## src/rtl/iir_sos_cascade_tdm_if.sv

```systemverilog
// Sample, coefficient and status signals of the TDM biquad cascade.
// The master drives samples and coefficients; the slave is the filter.
interface iir_sos_cascade_tdm_if #(
   parameter int N_STAGES  = 4,
   parameter int COEF_SIZE = 20,
   parameter int DATA_SIZE = 24
);
   localparam int AW = $clog2(N_STAGES) + 3;

   logic                        sample_trig;
   logic signed [DATA_SIZE-1:0] data_in;
   logic                        coef_wr_en;
   logic [AW-1:0]               coef_wr_addr;
   logic signed [COEF_SIZE-1:0] coef_wr_data;
   logic                        coef_commit;
   logic signed [DATA_SIZE-1:0] data_out;
   logic                        data_valid;
   logic                        busy;
   logic                        overrun;
   logic                        commit_done;

   modport master (
      output sample_trig, data_in,
      output coef_wr_en, coef_wr_addr,
      output coef_wr_data, coef_commit,
      input  data_out, data_valid,
      input  busy, overrun, commit_done
   );

   modport slave (
      input  sample_trig, data_in,
      input  coef_wr_en, coef_wr_addr,
      input  coef_wr_data, coef_commit,
      output data_out, data_valid,
      output busy, overrun, commit_done
   );
endinterface

```

## src/rtl/iir_sos_cascade_tdm.sv

```systemverilog
// Cascade of direct-form-I biquads sharing one multiplier, 7 cycles/stage.
// Double-buffered coefficients: shadow takes writes, commit copies to active.
module iir_sos_cascade_tdm #(
   parameter int N_STAGES  = 4,
   parameter int COEF_SIZE = 20,
   parameter int COEF_FRAC = 18,
   parameter int DATA_SIZE = 24
) (
   input logic clk,
   input logic reset,
   iir_sos_cascade_tdm_if.slave bus
);
   localparam int SW    = (N_STAGES > 1) ? $clog2(N_STAGES) : 1;
   localparam int PW    = COEF_SIZE + DATA_SIZE;
   localparam int ACC_W = DATA_SIZE + COEF_SIZE + 3;

   typedef logic signed [COEF_SIZE-1:0] coef_t;
   typedef logic signed [DATA_SIZE-1:0] data_t;
   typedef logic signed [ACC_W:0]       wide_t;

   localparam coef_t ONE  = COEF_SIZE'(1) << COEF_FRAC;
   localparam data_t DMAX = {1'b0, {(DATA_SIZE-1){1'b1}}};
   localparam data_t DMIN = {1'b1, {(DATA_SIZE-1){1'b0}}};
   localparam wide_t HALF = (ACC_W+1)'(1) <<< (COEF_FRAC-1);
   localparam wide_t TMAX = (ACC_W+1)'(DMAX);
   localparam wide_t TMIN = (ACC_W+1)'(DMIN);
   localparam logic [SW-1:0] LAST = SW'(N_STAGES-1);

   typedef enum logic [2:0] {
      IDLE, GAIN, MAC_B0, MAC_B1,
      MAC_B2, MAC_A1, MAC_A2, WB
   } state_t;

   state_t  state;
   logic [SW-1:0] stage;
   logic    pending;
   coef_t   shadow [N_STAGES][6];
   coef_t   active [N_STAGES][6];
   data_t   x1 [N_STAGES];
   data_t   x2 [N_STAGES];
   data_t   y1 [N_STAGES];
   data_t   y2 [N_STAGES];
   data_t   xin;
   data_t   xg;
   logic signed [ACC_W-1:0] acc;
   logic signed [ACC_W-1:0] prod_ext;
   logic signed [PW-1:0]    prod;
   coef_t   mc;
   data_t   md;
   data_t   y_wb;
   logic [SW-1:0] ws;
   logic [2:0]    wi;

   // Round half-up at the binary point, then clamp to sample range
   function automatic data_t rnd_sat(input logic signed [ACC_W-1:0] a);
      wide_t t;
      t = a;
      t = (t + HALF) >>> COEF_FRAC;
      if (t > TMAX) return DMAX;
      else if (t < TMIN) return DMIN;
      else return t[DATA_SIZE-1:0];
   endfunction

   assign ws       = SW'(bus.coef_wr_addr >> 3);
   assign wi       = bus.coef_wr_addr[2:0];
   assign prod     = mc * md;
   assign prod_ext = ACC_W'(prod);
   assign y_wb     = rnd_sat(acc);

   // Select the one coefficient/data pair multiplied this cycle
   always_comb begin
      mc = active[stage][0];
      md = xg;
      case (state)
         GAIN:   begin mc = active[stage][5]; md = xin;       end
         MAC_B1: begin mc = active[stage][1]; md = x1[stage]; end
         MAC_B2: begin mc = active[stage][2]; md = x2[stage]; end
         MAC_A1: begin mc = active[stage][3]; md = y1[stage]; end
         MAC_A2: begin mc = active[stage][4]; md = y2[stage]; end
         default: ;
      endcase
   end

   // Shadow bank accepts writes at any time; idx 6 and 7 are dropped
   always_ff @(posedge clk or negedge reset) begin
      if (!reset) begin
         for (int s = 0; s < N_STAGES; s++)
            for (int k = 0; k < 6; k++)
               shadow[s][k] <= (k == 0 || k == 5) ? ONE : '0;
      end else if (bus.coef_wr_en && wi < 3'd6 &&
                   int'(ws) < N_STAGES) begin
         shadow[ws][wi] <= bus.coef_wr_data;
      end
   end

   // Sequencer, MAC datapath, history, active bank and status pulses
   always_ff @(posedge clk or negedge reset) begin
      if (!reset) begin
         state           <= IDLE;
         stage           <= '0;
         pending         <= 1'b0;
         xin             <= '0;
         xg              <= '0;
         acc             <= '0;
         bus.data_out    <= '0;
         bus.data_valid  <= 1'b0;
         bus.busy        <= 1'b0;
         bus.overrun     <= 1'b0;
         bus.commit_done <= 1'b0;
         for (int s = 0; s < N_STAGES; s++) begin
            x1[s] <= '0;
            x2[s] <= '0;
            y1[s] <= '0;
            y2[s] <= '0;
            for (int k = 0; k < 6; k++)
               active[s][k] <= (k == 0 || k == 5) ? ONE : '0;
         end
      end else begin
         bus.data_valid  <= 1'b0;
         bus.overrun     <= 1'b0;
         bus.commit_done <= 1'b0;
         if (state != IDLE && bus.sample_trig)
            bus.overrun <= 1'b1;
         if (state != IDLE && bus.coef_commit)
            pending <= 1'b1;
         case (state)
            IDLE: begin
               if (bus.coef_commit) begin
                  active          <= shadow;
                  bus.commit_done <= 1'b1;
               end
               if (bus.sample_trig) begin
                  xin      <= bus.data_in;
                  stage    <= '0;
                  state    <= GAIN;
                  bus.busy <= 1'b1;
               end
            end
            GAIN: begin
               xg    <= rnd_sat(prod_ext);
               state <= MAC_B0;
            end
            MAC_B0: begin
               acc   <= prod_ext;
               state <= MAC_B1;
            end
            MAC_B1: begin
               acc   <= acc + prod_ext;
               state <= MAC_B2;
            end
            MAC_B2: begin
               acc   <= acc + prod_ext;
               state <= MAC_A1;
            end
            MAC_A1: begin
               acc   <= acc - prod_ext;
               state <= MAC_A2;
            end
            MAC_A2: begin
               acc   <= acc - prod_ext;
               state <= WB;
            end
            WB: begin
               x2[stage] <= x1[stage];
               x1[stage] <= xg;
               y2[stage] <= y1[stage];
               y1[stage] <= y_wb;
               xin       <= y_wb;
               if (stage == LAST) begin
                  state          <= IDLE;
                  bus.busy       <= 1'b0;
                  bus.data_out   <= y_wb;
                  bus.data_valid <= 1'b1;
                  if (pending || bus.coef_commit) begin
                     active          <= shadow;
                     bus.commit_done <= 1'b1;
                     pending         <= 1'b0;
                  end
               end else begin
                  stage <= stage + 1'b1;
                  state <= GAIN;
               end
            end
         endcase
      end
   end
endmodule
```

## src/flat_wrapper.sv

```systemverilog
// flat-port wrapper written by rule: the top's interface ports become plain ports
module iir_sos_cascade_tdm_flat 
#(
   parameter int N_STAGES  = 4,
   parameter int COEF_SIZE = 20,
   parameter int COEF_FRAC = 18,
   parameter int DATA_SIZE = 24
)
  (clk, reset, bus_sample_trig, bus_data_in, bus_coef_wr_en, bus_coef_wr_addr, bus_coef_wr_data, bus_coef_commit, bus_data_out, bus_data_valid, bus_busy, bus_overrun, bus_commit_done);
  iir_sos_cascade_tdm_if #(.N_STAGES(N_STAGES), .COEF_SIZE(COEF_SIZE), .DATA_SIZE(DATA_SIZE)) bus_i ();
  input logic clk;
  input logic reset;
  input wire logic [$bits(bus_i.sample_trig)-1:0] bus_sample_trig;
  input wire logic [$bits(bus_i.data_in)-1:0] bus_data_in;
  input wire logic [$bits(bus_i.coef_wr_en)-1:0] bus_coef_wr_en;
  input wire logic [$bits(bus_i.coef_wr_addr)-1:0] bus_coef_wr_addr;
  input wire logic [$bits(bus_i.coef_wr_data)-1:0] bus_coef_wr_data;
  input wire logic [$bits(bus_i.coef_commit)-1:0] bus_coef_commit;
  output wire logic [$bits(bus_i.data_out)-1:0] bus_data_out;
  output wire logic [$bits(bus_i.data_valid)-1:0] bus_data_valid;
  output wire logic [$bits(bus_i.busy)-1:0] bus_busy;
  output wire logic [$bits(bus_i.overrun)-1:0] bus_overrun;
  output wire logic [$bits(bus_i.commit_done)-1:0] bus_commit_done;
  assign bus_i.sample_trig = bus_sample_trig;
  assign bus_i.data_in = bus_data_in;
  assign bus_i.coef_wr_en = bus_coef_wr_en;
  assign bus_i.coef_wr_addr = bus_coef_wr_addr;
  assign bus_i.coef_wr_data = bus_coef_wr_data;
  assign bus_i.coef_commit = bus_coef_commit;
  assign bus_data_out = bus_i.data_out;
  assign bus_data_valid = bus_i.data_valid;
  assign bus_busy = bus_i.busy;
  assign bus_overrun = bus_i.overrun;
  assign bus_commit_done = bus_i.commit_done;
  iir_sos_cascade_tdm #(.N_STAGES(N_STAGES), .COEF_SIZE(COEF_SIZE), .COEF_FRAC(COEF_FRAC), .DATA_SIZE(DATA_SIZE)) u_core (.clk(clk), .reset(reset), .bus(bus_i));
endmodule
```

## config.mk

```make
export PLATFORM = sky130hd
export DESIGN_NAME = iir_sos_cascade_tdm_flat
export DESIGN_NICKNAME = d
export VERILOG_FILES = /design/src/rtl/iir_sos_cascade_tdm_if.sv /design/src/rtl/iir_sos_cascade_tdm.sv /design/src/flat_wrapper.sv
export SDC_FILE = /design/constraint.sdc
export NUM_CORES = 2
export LEC_CHECK = 0
export BUFFER_PORTS_ARGS = -buffer_cell sky130_fd_sc_hd__buf_2
export CORE_MARGIN = 2
export CORE_UTILIZATION = 58
export DETAILED_ROUTE_END_ITERATION = 8
export PLACE_DENSITY_LB_ADDON = 0.12
export SKIP_CTS_REPAIR_TIMING = 1
export SLEW_MARGIN = 20
export SYNTH_ARGS = -nofsm -noshare
export SYNTH_HDL_FRONTEND = slang
export SYNTH_SLANG_ARGS = --single-unit
```

## constraint.sdc

```tcl
create_clock -name clk -period 15.3 [get_ports clk]
set_clock_uncertainty 0.05 [all_clocks]
set_input_delay 1.53 -clock clk [delete_from_list [all_inputs] [get_ports clk]]
set_output_delay 1.53 -clock clk [all_outputs]
set_load 0.01 [all_outputs]
```

## Word level (Yosys, flattened, before mapping)

Cells that the tools add are included.

| operators by class | value |
|---|---|
| add/subtract/negate cells | 5 |
| multiply operators | 1 |
| magnitude comparators | 11 |
| eq/ne operators | 13 |
| multiplexer cells | 59 |
| bitwise gates (word level) | 3 |
| reduce and logical (&&, ||, !) cells | 18 |

Operators by type and width:

| operator | number |
|---|---|
| 480-bit 2-to-1 mux | 3 |
| 480-bit one-hot mux with 2 select lines | 1 |
| 480-bit bitwise mux | 1 |
| 96-bit bitwise mux | 4 |
| 120-bit 2-to-1 mux | 3 |
| 24-bit 2-to-1 mux | 14 |
| 120-bit binary-select mux with 2-bit select | 1 |
| 120-bit demux with 2-bit select | 1 |
| 24-bit binary-select mux with 2-bit select | 4 |
| 47-bit one-hot mux with 3 select lines | 1 |
| 24-bit one-hot mux with 5 select lines | 1 |
| 20-bit one-hot mux with 5 select lines | 1 |
| 20-bit demux with 3-bit select | 1 |
| 47-bit by 19-bit adder with 48-bit output, second input constant | 1 |
| 24-bit demux with 2-bit select | 1 |
| 24-bit one-hot mux with 2 select lines | 1 |
| 47-bit by 44-bit adder with 47-bit output | 1 |
| 47-bit by 44-bit subtractor with 47-bit output | 1 |
| 44-bit by 19-bit adder with 45-bit output, second input constant | 1 |
| 20-bit by 24-bit multiplier with 44-bit output | 1 |
| 30-bit by 24-bit greater-than comparator with 1-bit output, second input constant | 1 |
| 30-bit by 24-bit < comparator with 1-bit output, second input constant | 1 |
| 27-bit by 24-bit greater-than comparator with 1-bit output, second input constant | 1 |
| 27-bit by 24-bit < comparator with 1-bit output, second input constant | 1 |
| 30 further kinds | 63 |

| word-level totals | value |
|---|---|
| register bits | 1,473 |
| input port bits | 54 |
| output and inout port bits | 28 |

## Depth between registers and ports, before layout

| logic depth | value |
|---|---|
| depth after elaboration | 10 |
| gate-level depth with buffers | 55 |
| mapped depth without buffers | 49 |

## Worst setup path after synthesis

Ideal clock, no wire load.

| timing | value |
|---|---|
| path type | reg-to-reg |
| from | register u_core.stage[0] |
| to | register u_core.acc[46] |
| setup time | 101 ps |
| arrival time | 12,403 ps |
| slack | 2,746 ps |
| cell stages (with the launch flop) | 48 |
| path through | dfrtp_1 > buf_2 > buf_2 > buf_2 > buf_2 > buf_2 > buf_2 > mux4_2 > a22oi_1 > o21ai_1 > buf_2 > nand2_1 > fa_1 > inv_1 > fa_1 > fa_1 > inv_1 > fa_1 > [12 not listed] > xnor2_2 > nand4bb_1 > nor3_1 > and4_1 > nor2_1 > xnor2_1 > ha_1 > clkbuf_1 > a21o_1 > a21o_1 > a21o_1 > a21oi_1 > a311oi_1 > o21ai_0 > nor2b_1 > mux2i_1 > o221ai_1 > nor4_1 |

| on the way | value |
|---|---|
| longest elaborated chain between the ends | 8 |

RTL lines:

| element | RTL line | RTL |
|---|---|---|
| start: declaration | iir_sos_cascade_tdm.sv:35 | `logic [SW-1:0] stage;` |
| start signal: assignment | iir_sos_cascade_tdm.sv:180 | `stage <= stage + 1'b1;` |
| 2-bit inverter with 3-bit output (not written as such) * | n/a |  |
| 120-bit binary-select mux with 2-bit select, or another cell as far along | n/a |  |
| 120-bit 2-to-1 mux (not written as such), or another cell as far along | iir_sos_cascade_tdm.sv:76 | `MAC_B1: begin mc = active[stage][1]; md = x1[stage]; end` |
| 120-bit 2-to-1 mux (not written as such), or another cell as far along | iir_sos_cascade_tdm.sv:72 | `mc = active[stage][0];` |
| 20-bit one-hot mux with 5 select lines or 24-bit one-hot mux with 5 select lines (tied branches) | iir_sos_cascade_tdm.sv:74 | `case (state)` |
| 20-bit by 24-bit multiplier with 44-bit output * | iir_sos_cascade_tdm.sv:66 | `assign prod = mc * md;` |
| 47-bit by 44-bit subtractor with 47-bit output or 47-bit by 44-bit adder with 47-bit output (tied branches) | n/a |  |
| 47-bit one-hot mux with 3 select lines * | iir_sos_cascade_tdm.sv:126 | `case (state)` |
| end signal: assignment | iir_sos_cascade_tdm.sv:152 | `acc <= acc + prod_ext;` |
| end signal: assignment | iir_sos_cascade_tdm.sv:156 | `acc <= acc - prod_ext;` |
| end signal: assignment | iir_sos_cascade_tdm.sv:160 | `acc <= acc - prod_ext;` |
| end: declaration | iir_sos_cascade_tdm.sv:45 | `logic signed [ACC_W-1:0] acc;` |

Every way passes the cells marked *; elsewhere a longest branch is shown, timed or not. The select of a mux whose other input is x is not followed.
A chain may end at the register's enable or synchronous reset.

## Final worst setup path

| timing | value |
|---|---|
| from | register u_core.state[1] |
| to | register u_core.acc[46] |

| on the way | value |
|---|---|
| longest elaborated chain between the ends | 5 |

RTL lines:

| element | RTL line | RTL |
|---|---|---|
| start: declaration | iir_sos_cascade_tdm.sv:34 | `state_t state;` |
| start signal: assignment | iir_sos_cascade_tdm.sv:99 | `state <= IDLE;` |
| start signal: assignment | iir_sos_cascade_tdm.sv:135 | `state <= GAIN;` |
| start signal: assignment | iir_sos_cascade_tdm.sv:141 | `state <= MAC_B0;` |
| 3-bit equality test, or another cell as far along | iir_sos_cascade_tdm.sv:74, iir_sos_cascade_tdm.sv:126 |  |
| 20-bit one-hot mux with 5 select lines or 24-bit one-hot mux with 5 select lines (tied branches) | iir_sos_cascade_tdm.sv:74 |  |
| 20-bit by 24-bit multiplier with 44-bit output | iir_sos_cascade_tdm.sv:66 |  |
| 47-bit by 44-bit subtractor with 47-bit output or 47-bit by 44-bit adder with 47-bit output (tied branches) | n/a |  |
| 47-bit one-hot mux with 3 select lines | iir_sos_cascade_tdm.sv:126 |  |

Parallel ways exist; a longest one is shown, timed or not.

==> metrics <==
status=completed; final setup vio count=0; CP max FO=27; critical setup path kind=register to register; Post-Syn Area per Cell=12.2 um2; largest net degree at the start of global routing=180; H-tree depth=4; DRC Markers=0; FFs w/ async S/R, synth=1.00; Top FF cell, synth=dfrtp_1; initial antenna violation count=12; setup_tns=0 ns; GR Overflow Total=0; die area=149,000 um2; Worst Hold Margin=0.425 ns; Final Cell Area=92,400 um2; DR iter-0 viols=4,463; final hold violations=0; Worst-Margin Slew=1.25 ns; Max clock buf depth=3; fmax=69.3 MHz; crit path DAT=15.08 ns; Post-synth EDFFs=0; CTS tree=built; Post-Syn Nets=7,690; HP Class=register to register; post-synthesis sequential area ratio=0.428; post-route ant nets=0; row cnt=140; minimum clock period=14.44 ns; Nets=7,615; die width=386 um; Worst-path clk slew=0.06 ns; GP Congestion=0.974; Buffers on Ports=81; vias in the first global route=57,369; RSZ-0062 raised after global routing=no; first-pass GRT wire length=355,000 um; Top Ports=82; core area=145,000 um2; DR vias=55,473; CP Capture Type=register; crit-path leading delay family=adder cells; Initial Utilization=0.583; drt wl/cell=25.6 um; Buf+Inv Stages, Crit Path=5; post-DP HPWL=157,000 um; Worst-Skew Late Latency=0.80 ns; crit-path max cell delay=0.78 ns; Cell Area, Synth=84,800 um2; Num CTS Buffers=151; Post-Synthesis Cells=6,974; Placement Cell Area=87,300 um2; layout cells sized above 1=0.296; commonest cells after routing, fill and taps aside=dfrtp_1, mux2_2, inv_1; Total GRT Usage=0.315; relative slew slack=0.158; Syn-to-layout area delta=9.05%; Slew Limit Fails=0; drt total wl=228,000 um; Synth Register Bits=1,449; max cap viols=0; clk root buf=clkbuf_16; Worst path slowest cell=o22ai_1; crit path launch type=register; Sink Count=1,449; Synth cell types=105; Final period util=0.943; CP dominant cell by count=fa_1; CP required=15.94 ns; Pre-Repair DR Iteration Count=7; Ys Warns=0; commonest non-fill, non-tap cell in the layout=dfrtp_1; vias per inst=6.21; Die Ht=386 um
[tightest hold or removal path: cells and delay by family, from the launching register on]
kind	cells	cell delay, ns
simple gates	1	0.04
flops	1	0.34
compound gates	1	0.06
[routing by layer]
metal	wire (um)	global-route usage	up-vias
li1	-	-	23778
met1	101000	0.464	29447
met2	105000	0.482	1813
met3	14500	0.0524	427
met4	7460	0.100	8
met5	74	0	-
[final timing paths]
path / start / endpoint / slack, ns / depth (start not counted)
max in group asynchronous: reset / u_core.x1[74]$_DFFE_PN0P_ / 11.18 / 4
worst min-delay path: u_core.y1[86]$_DFFE_PN0P_ / u_core.y1[86]$_DFFE_PN0P_ / 0.43 / 2
min in group asynchronous: reset / u_core.shadow[9]$_DFFE_PN0P_ / 0.76 / 1
worst max register to register: u_core.state[1]$_DFFE_PN0P_ / u_core.acc[46]$_DFFE_PN0P_ / 0.86 / 41
worst max-delay path: u_core.state[1]$_DFFE_PN0P_ / u_core.acc[46]$_DFFE_PN0P_ / 0.86 / 41
worst min register to register: u_core.y1[86]$_DFFE_PN0P_ / u_core.y1[86]$_DFFE_PN0P_ / 0.43 / 2
[cells in the mapped netlist, drive strengths merged (102+ instances only)]
cell,number,share of area
nor2,305,0.014
mux4,220,0.058
buf,109,0.0070
dfrtp,1433,0.42
mux2,1251,0.17
a21oi,175,0.010
o21ai,250,0.015
inv,628,0.028
clkbuf,353,0.016
xnor2,102,0.011
ha,169,0.025
fa,493,0.12
nand2,554,0.025
[layout make-up]
class                      count  area [um2]
multi-input combinational   4435       44500
timing repair buffer         234        1740
fill                       11198       53000
antenna                        1        2.50
clock inverter                48         649
tap                         1917        2400
sequential                  1449       36300
inverter                     628        2360
clock buffer                 221        4440
[sequential cells by signal (all words and copies together) (netlist names), 47 cells and up]
signal	flops
u_core.acc	47
u_core.active	480
u_core.shadow	480
u_core.x1	96
u_core.x2	96
u_core.y1	96
u_core.y2	96
[per-stage QoR]
stage          setup WS [ns]   util  instances
2_1_floorplan           2.75      -       6974
3_3_place_gp            1.20  0.601       8663
3_5_place_dp            1.20  0.601       8663
4_1_cts                 1.14  0.636       8932
5_1_grt                0.269  0.636       8932
6_report               0.865  0.636       8933
[kinds of logic after synthesis]
kind of cell | after synthesis | share of synthesized area
multiplexers | 1515 | 0.230
flip-flops | 1449 | 0.428
AND/OR/NAND/NOR | 1269 | 0.0698
buffers and inverters | 1090 | 0.0505
AO/OA/AOI/OAI | 834 | 0.0641
adder cells (fa/ha/maj) | 662 | 0.141
XOR/XNOR | 155 | 0.0163
Power is not shown: default switching activity piles up to over one toggle a cycle in this logic, so the estimate is an artifact.
